<file path="config.mk">
export PLATFORM = sky130hd
export DESIGN_NAME = pacman_motion_ctrl
export DESIGN_NICKNAME = d
export VERILOG_FILES = /design/src/rtl/pacman_motion_ctrl.sv
export SDC_FILE = /design/constraint.sdc
export NUM_CORES = 1
export LEC_CHECK = 0
export ABC_CLOCK_PERIOD_IN_PS = 5000
export CAP_MARGIN = 30
export CORE_MARGIN = 3
export CORE_UTILIZATION = 59
export CTS_CLUSTER_SIZE = 25
export DETAILED_ROUTE_END_ITERATION = 12
export PLACE_DENSITY = 0.81
export SETUP_SLACK_MARGIN = 0.02
export SYNTH_ARGS = -nofsm -noshare
export SYNTH_HDL_FRONTEND = slang
export SYNTH_SLANG_ARGS = --single-unit
</file>
<file path="constraint.sdc">
create_clock -name clk -period 5 [get_ports clk]
set_input_delay 1.25 -clock clk [delete_from_list [all_inputs] [get_ports clk]]
set_output_delay 1.25 -clock clk [all_outputs]
set_load 0.01 [all_outputs]
</file>
<file path="src/rtl/pacman_motion_ctrl.sv">
// Pac-Man movement controller: latches direction requests, decides turns at
// cell centres from the legal-move mask and steps the pixel position once per tick.
module pacman_motion_ctrl #(
  parameter int unsigned TICK_DIV  = 416667,
  parameter int unsigned STEP      = 2,
  parameter int unsigned CELL      = 60,
  parameter int unsigned X0        = 150,
  parameter int unsigned Y0        = 34,
  parameter int unsigned START_COL = 3,
  parameter int unsigned START_ROW = 4
) (
  input  logic       clk,
  input  logic       rst_n,
  input  logic       game_en,
  input  logic       respawn,
  input  logic [3:0] btn,
  input  logic [3:0] legal_moves,
  output logic [9:0] xpos,
  output logic [9:0] ypos,
  output logic [3:0] current_direction,
  output logic       moving,
  output logic       at_center,
  output logic       step_pulse
);

  localparam int unsigned POS_W  = 10;
  localparam int unsigned DIR_W  = 4;
  localparam int unsigned TCNT_W = 20;
  localparam int unsigned OFF_W  = $clog2(CELL);

  localparam logic [POS_W-1:0] X_START = POS_W'(X0 + START_COL * CELL);
  localparam logic [POS_W-1:0] Y_START = POS_W'(Y0 + START_ROW * CELL);
  localparam logic [POS_W-1:0] X_LO    = POS_W'(X0 + STEP);
  localparam logic [POS_W-1:0] X_HI    = POS_W'(X0 + 7 * CELL - STEP);
  localparam logic [POS_W-1:0] Y_LO    = POS_W'(Y0 + STEP);
  localparam logic [POS_W-1:0] Y_HI    = POS_W'(Y0 + 7 * CELL - STEP);
  localparam logic [POS_W-1:0] STEP_P  = POS_W'(STEP);

  localparam logic [DIR_W-1:0] DIR_L = 4'b1000;
  localparam logic [DIR_W-1:0] DIR_R = 4'b0100;
  localparam logic [DIR_W-1:0] DIR_U = 4'b0010;
  localparam logic [DIR_W-1:0] DIR_D = 4'b0001;

  typedef enum logic {STOP, MOVE} state_t;

  state_t             state;
  logic [TCNT_W-1:0]  tcnt;
  logic [OFF_W-1:0]   xoff, yoff;
  logic [DIR_W-1:0]   pend;

  logic               tick;
  logic [DIR_W-1:0]   opp_dir;
  logic [DIR_W-1:0]   d;
  logic               take_pend, go_stop, blocked, stepped;
  logic [POS_W-1:0]   x_n, y_n;
  logic [OFF_W-1:0]   xoff_n, yoff_n;
  logic [DIR_W-1:0]   pend_n;

  // Offset advance with wrap at the cell pitch.
  function automatic logic [OFF_W-1:0] off_inc(input logic [OFF_W-1:0] o);
    if (({1'b0, o} + (OFF_W+1)'(STEP)) == (OFF_W+1)'(CELL)) return '0;
    return o + OFF_W'(STEP);
  endfunction

  function automatic logic [OFF_W-1:0] off_dec(input logic [OFF_W-1:0] o);
    if (o == '0) return OFF_W'(CELL - STEP);
    return o - OFF_W'(STEP);
  endfunction

  assign tick    = game_en && (tcnt == TCNT_W'(TICK_DIV - 1));
  assign opp_dir = {current_direction[2], current_direction[3],
                    current_direction[0], current_direction[1]};

  // Direction decision, bounded step and request latch for this cycle.
  always_comb begin
    d         = '0;
    take_pend = 1'b0;
    go_stop   = 1'b0;
    blocked   = 1'b0;
    x_n       = xpos;
    y_n       = ypos;
    xoff_n    = xoff;
    yoff_n    = yoff;
    pend_n    = pend;

    if (at_center) begin
      if ((pend != '0) && ((pend & legal_moves) != '0)) begin
        d         = pend;
        take_pend = 1'b1;
      end else if ((state == MOVE) && ((current_direction & legal_moves) != '0)) begin
        d = current_direction;
      end else begin
        go_stop = 1'b1;
      end
    end else if (state == MOVE) begin
      if ((pend != '0) && (pend == opp_dir)) begin
        d         = pend;
        take_pend = 1'b1;
      end else begin
        d = current_direction;
      end
    end

    case (d)
      DIR_L: if (xpos < X_LO) blocked = 1'b1;
             else begin x_n = xpos - STEP_P; xoff_n = off_dec(xoff); end
      DIR_R: if (xpos > X_HI) blocked = 1'b1;
             else begin x_n = xpos + STEP_P; xoff_n = off_inc(xoff); end
      DIR_U: if (ypos < Y_LO) blocked = 1'b1;
             else begin y_n = ypos - STEP_P; yoff_n = off_dec(yoff); end
      DIR_D: if (ypos > Y_HI) blocked = 1'b1;
             else begin y_n = ypos + STEP_P; yoff_n = off_inc(yoff); end
      default: ;
    endcase

    stepped = (d != '0) && !blocked;

    // A fresh press replaces whatever a tick just consumed.
    if (tick && take_pend) pend_n = '0;
    if (btn[3])      pend_n = DIR_L;
    else if (btn[2]) pend_n = DIR_R;
    else if (btn[1]) pend_n = DIR_U;
    else if (btn[0]) pend_n = DIR_D;
  end

  // State, position and output registers.
  always_ff @(posedge clk or negedge rst_n) begin
    if (!rst_n) begin
      state             <= STOP;
      tcnt              <= '0;
      xoff              <= '0;
      yoff              <= '0;
      pend              <= '0;
      xpos              <= X_START;
      ypos              <= Y_START;
      current_direction <= '0;
      moving            <= 1'b0;
      at_center         <= 1'b1;
      step_pulse        <= 1'b0;
    end else if (respawn) begin
      state             <= STOP;
      tcnt              <= '0;
      xoff              <= '0;
      yoff              <= '0;
      pend              <= '0;
      xpos              <= X_START;
      ypos              <= Y_START;
      current_direction <= '0;
      moving            <= 1'b0;
      at_center         <= 1'b1;
      step_pulse        <= 1'b0;
    end else if (game_en) begin
      tcnt       <= tick ? '0 : tcnt + TCNT_W'(1);
      pend       <= pend_n;
      step_pulse <= tick && stepped;
      if (tick) begin
        if (go_stop || blocked) begin
          state  <= STOP;
          moving <= 1'b0;
        end else if (stepped) begin
          state             <= MOVE;
          moving            <= 1'b1;
          xpos              <= x_n;
          ypos              <= y_n;
          xoff              <= xoff_n;
          yoff              <= yoff_n;
          current_direction <= d;
          at_center         <= (xoff_n == '0) && (yoff_n == '0);
        end
      end
    end else begin
      step_pulse <= 1'b0;
    end
  end

endmodule

</file>
Yosys cells after proc, flatten, opt, wreduce, memory -nomap -nowiden
Cells that the tools add are included.
- flip-flop bits (word level): 63
- bits in latches: 0
- bits in writable memories: 0
- bits in read-only memories: 0
- input bits: 12
- logic and storage cells: 166
- memories kept: 0
- $add $sub $neg: 11
- multipliers: 0
- div/mod/pow operators: 0
- magnitude comparators: 4
- equality and inequality tests: 13
- shift operators: 0
- muxes and demuxes: 96
- bitwise operators: 2
- reduce and logical (&&, ||, !) cells: 30
- operators by type and width (kind ; count):
    $mux W10 ; 14
    $mux W6 ; 22
    $mux W4 ; 17
    $mux W20 ; 3
    $pmux W10 S2 ; 2
    $mux W1 ; 35
    $logic_not A6 Y1 ; 4
    $pmux W6 S2 ; 2
    $add A10 B2 Y10 const B ; 2
    $add A20 B1 Y20 const B ; 1
    $eq A20 B19 Y1 const B ; 1
    $sub A10 B2 Y10 const B ; 2
    $reduce_bool A4 Y1 ; 4
    $add A6 B2 Y7 const B ; 2
    $eq A7 B6 Y1 const B ; 2
    $reduce_and A7 Y1 ; 2
    $add A6 B2 Y6 const B ; 2
    $ne A3 B3 Y1 const B ; 4
    $sub A6 B2 Y6 const B ; 2
    $gt A10 B10 Y1 const B ; 1
    $gt A10 B9 Y1 const B ; 1
    $lt A10 B6 Y1 const B ; 1
    $lt A10 B8 Y1 const B ; 1
    $reduce_bool A3 Y1 ; 3
    16 further kinds ; 26

Logic depth before layout (Yosys ltp)
- depth in word-level cells: 18
- depth in mapped cells: 21
- gate-level depth less buffers: 18

Least setup slack after synthesis
No wires, ideal clock.
- path kind: in2reg
- start: in legal_moves[0]
- end: reg ypos[9]
- setup time: 78 ps
- arrival time: 4612 ps
- data required time: 4922 ps
- setup slack: 310 ps
- cell stages on the path: 19
- path buffers: 1
- cell sequence: a22oi_1 nand2_1 a32o_1 buf_6 a221oi_2 nand2b_1 nor2_1 inv_1 ha_1 nor2b_1 o21ai_0 a21boi_0 o21a_1 nor2_1 o21bai_1 a21oi_1 xnor2_1 or3_1 a21oi_1
- longest elaborated chain between the ends: 13
- elaborated cells on any way between the ends: 33
- classes of those cells: eq/ne: 7; mux: 13; bitwise: 2; reduce/logical: 11
- RTL lines (item ; line ; source):
    from (decl) ; 17 ; input logic [3:0] legal_moves,
    $and A4 B4 Y4 ; 90 ; end else if ((state == MOVE) && ((current_direction & legal_moves) != '0)) begin
    $reduce_bool A4 Y1 ; 90 ;
    $logic_and A1 B1 Y1 ; 90 ;
    $mux W4 ; 90 ;
    $mux W4 ; 87 ; if ((pend != '0) && ((pend & legal_moves) != '0)) begin
    $mux W4 ; 86 ; if (at_center) begin
    $eq A4 B1 Y1 or $eq A4 B2 Y1 (tied branches) ; 104 ; case (d)
    $pmux W10 S2 ; 104 ;
    $mux W10 ; 160 ; end else if (stepped) begin
    $mux W10 ; 157 ; if (go_stop || blocked) begin
    $mux W10 ; 156 ; if (tick) begin
    $mux W10 ; 152 ; end else if (game_en) begin
    $mux W10 ; 140 ; end else if (respawn) begin
    to (signal assigned) ; 164 ; ypos <= y_n;
    to (decl) ; 19 ; output logic [9:0] ypos,
Several ways; a longest one is shown, not always the timed one. The select of a mux whose other input is x is not followed.
A chain may end at the register's enable or synchronous reset.

Worst setup path in the final report
Same ends and word-level chain as after synthesis.

==> flow_summary.yaml <==
floorplanning:
  die_area_mm2: 0.00904
  core-area_mm2: 0.00749
  num_io_pins: 39
  die_h_um: 95.1
  die_w_um: 95.1
  num_rows: 31
  initial_core_util_pct: 62.5
clock_tree:
  clk_pin_slew_worst_paths_ns: 0.07
  htree_levels: 3
  clk_latency_ns: 0.35
  tritoncts: "built"
  cts.sinks: 61
  cts_setup_buffers: 0
  cts.root.buffer_cell: "clkbuf_8"
  clockBufferDepth: 2
  cts_made_buffers: 9
worst_setup_path:
  cp.arrival_ns: 4.98
  cp-startpoint: "legal_moves[0]"
  cp.required_ns: 5.26
  path_class: "in2reg"
  end_kind: "flop"
  reg2regPathDepth: 17
  critical_path.max_fanout: 4
  critical_path.startpoint_type: "input port"
  reg2reg_from: "current_direction[3]$_DFFE_PN0P_"
global_routing:
  grt-ovfl-total: 0
  grt_pass1_wl_um: 20000
  grt_max_degree: 62
  grt_pass1_vias: 4233
  antenna_found_initial: 0
  grt_util_all_layers_pct: 27.8
sta:
  clock_skew_ns: 0.0160
  fin_crit_ns: 4.71
  finalCritPeriodShare_pct: 94.3
  tightest_slew_ns: 0.888
  setup_ws_ns: 0.287
  slew_violations: 0
  hold_ws_ns: 0.555
  max_freq_ghz: 0.212
  setup_tns_ns: 0
  hold_viol_final: 0
  max_slew_margin_pct: 40.0
  setup_viol: 0
  rsz0062_at_grt: "false"
drt:
  drt-vias-per-instance: 6.27
  remaining_drc_errors: 0
  drt-pass1-iter-count: 7
  wire_per_inst_um: 17.0
  antenna_left: 0
  wirelength_um: 12100
  drtIter0Drc: 315
  vias: 4457
worst_hold_path:
  worstHoldStart: "tcnt[15]$_DFFE_PN0N_"
  holdCritPathClass: "reg2reg"
  holdPathStages: 2
run:
  drv_cap: 0
yosys:
  ys_top_cells_by_count: "nor2_1 (61), nand2_1 (60), dfrtp_1 (53), a21oi_1 (40), nand3_1 (36)"
  async_flop_share_pct: 100
  yosysSeqAreaShare_pct: 32.8
  synth_top_area_share_pct: 28.3
  synth.largest_area_cell: "dfrtp_1"
  syn_avg_cell_area_um2: 8.35
  ys_top_cells_by_area: "dfrtp_1 (28%), ha_1 (5.6%), nor2_1 (4.9%), nand2_1 (4.8%), dfstp_2 (4.5%)"
  synthesis.area_mm2: 0.00468
  dominantRegCellSynth: "dfrtp_1"
  ys_warn_count: 0
  ys_seq_elements: 61
  ys_types: 78
  yosysMostFrequentCell: "nor2_1"
  synthCells: 561
  synth_edf_count: 0
final_layout:
  diodes: 0
  final_nets: 642
  syn2layout_area_growth_pct: 15.1
  final_core_util_pct: 72.0
  drive_above_1_share_pct: 12.9
placed_design:
  place_ws_ns: -0.144
  place_congestion: 0.940
  hpwl_um: 8480
  port_buffers: 36
power:
  p_leak_nw: 2.24
  vdd_ir_drop_max_mv: 0.131
  totalPowerFinal_mw: 1.01
  pwr_density_cell_mw_per_mm2: 187
status:
  status: "finished, final reports clean"
per-stage QoR:
| step | area [um2] | cells |
|---|---|---|
| after CTS | 5370 | 711 |
| after floorplan | 4690 | 562 |
| after detailed placement | 5190 | 695 |
| after global placement | 5190 | 695 |
| after global routing | 5390 | 711 |
| final | 5390 | 711 |
repair_timing:
item | CTS | global route
hold endpoints to repair | 0 | 0
hold buffers | 0 | 0
resized for setup | 0 | 6
endpoints found under the setup margin | 0 | 3
per-layer routing:
| metal | track usage [%] | vias up | share of wire [%] |
|---|---|---|---|
| met5 | 0 | - | 0 |
| met4 | 9.86 | 0 | 2.7 |
| met3 | 5.37 | 37 | 6.7 |
| met2 | 44.7 | 175 | 47 |
| met1 | 37.4 | 2125 | 43 |
| li1 | - | 2120 | - |
layout make-up:
class	instances	area, um2
multi-input combinational	458	2950
clock inverter	5	35.0
timing repair buffer	58	520
tap	99	124
clock buffer	11	151
inverter	19	71.3
fill	604	2100
sequential	61	1540
flip-flops by register name (all words and copies together) (netlist names):
name               count
state                  1
yoff                   6
xoff                   6
pend                   4
current_direction      4
step_pulse             1
tcnt                  20
ypos                   9
xpos                   9
at_center              1
report_power, final:
part | internal, mW | leakage (nW) | switching (mW)
Clock | 0.206 | 0.0836 | 0.211
Combinational | 0.0356 | 1.34 | 0.0546
Sequential | 0.496 | 0.822 | 0.00551
cells by family (layout without fill, tap and decap cells):
| group | after synthesis | in the layout | synth area share (%) |
|---|---|---|---|
| buffers and inverters | 43 | 93 | 4.57 |
| adder cells (fa/ha/maj) | 23 | 23 | 6.47 |
| other | 1 | 2 | 0.0801 |
| AO/OA/AOI/OAI | 131 | 131 | 19.2 |
| XOR/XNOR | 37 | 37 | 6.92 |
| flip-flops | 61 | 61 | 32.8 |
| multiplexers | 3 | 3 | 0.695 |
| AND/OR/NAND/NOR | 262 | 262 | 29.3 |
final timing paths:
path                                         to  slack (ns)
setup / recovery            ypos[9]$_DFFE_PN0P_        0.29
hold / removal             tcnt[15]$_DFFE_PN0N_        0.56
setup reg to reg            xpos[9]$_DFFE_PN0P_        1.02
hold reg to reg            tcnt[15]$_DFFE_PN0N_        0.56
max in group asynchronous   xoff[3]$_DFFE_PN0P_        3.40
min in group asynchronous   xpos[5]$_DFFE_PN0P_        1.05
worst max-delay path, cell delays in order:
cell and delay [ns]:
clkdlybuf4s50_1 0.48, a22oi_1 0.10, and3_1 0.23, and2_1 0.21
a222oi_1 0.40, nand2b_1 0.27, nor2_4 0.06, fa_1 0.42
nor2b_1 0.20, o21ai_2 0.09, a21boi_0 0.27, o21a_1 0.15
nor2_1 0.05, o21bai_1 0.12, a21oi_1 0.09, xnor2_1 0.13
or3_1 0.30, a21oi_1 0.14
placed cells by master, fill, tap and decap left out, types with 4 or more instances in the layout:
master | synthesis | layout
clkbuf_8 | 0 | 11
o21ai_0 | 23 | 22
clkinvlp_4 | 0 | 4
a211oi_1 | 6 | 6
a21oi_1 | 40 | 40
inv_1 | 19 | 19
and3b_1 | 4 | 4
or2_2 | 4 | 4
dfrtp_1 | 53 | 53
dfstp_2 | 8 | 8
nor4_1 | 7 | 7
ha_1 | 21 | 21
or3_1 | 8 | 8
buf_4 | 4 | 22
nor3_1 | 16 | 16
nand2_1 | 60 | 60
a21o_1 | 6 | 6
nand2b_1 | 11 | 11
a211o_1 | 7 | 7
nor2b_1 | 10 | 10
a22oi_1 | 8 | 7
nand3_1 | 36 | 36
nand4_1 | 8 | 8
and3_1 | 8 | 8
xor2_1 | 19 | 19
xnor2_1 | 18 | 18
nor2_1 | 61 | 60
clkdlybuf4s50_1 | 0 | 35
No activity file was read; power rests on OpenSTA's default activity.
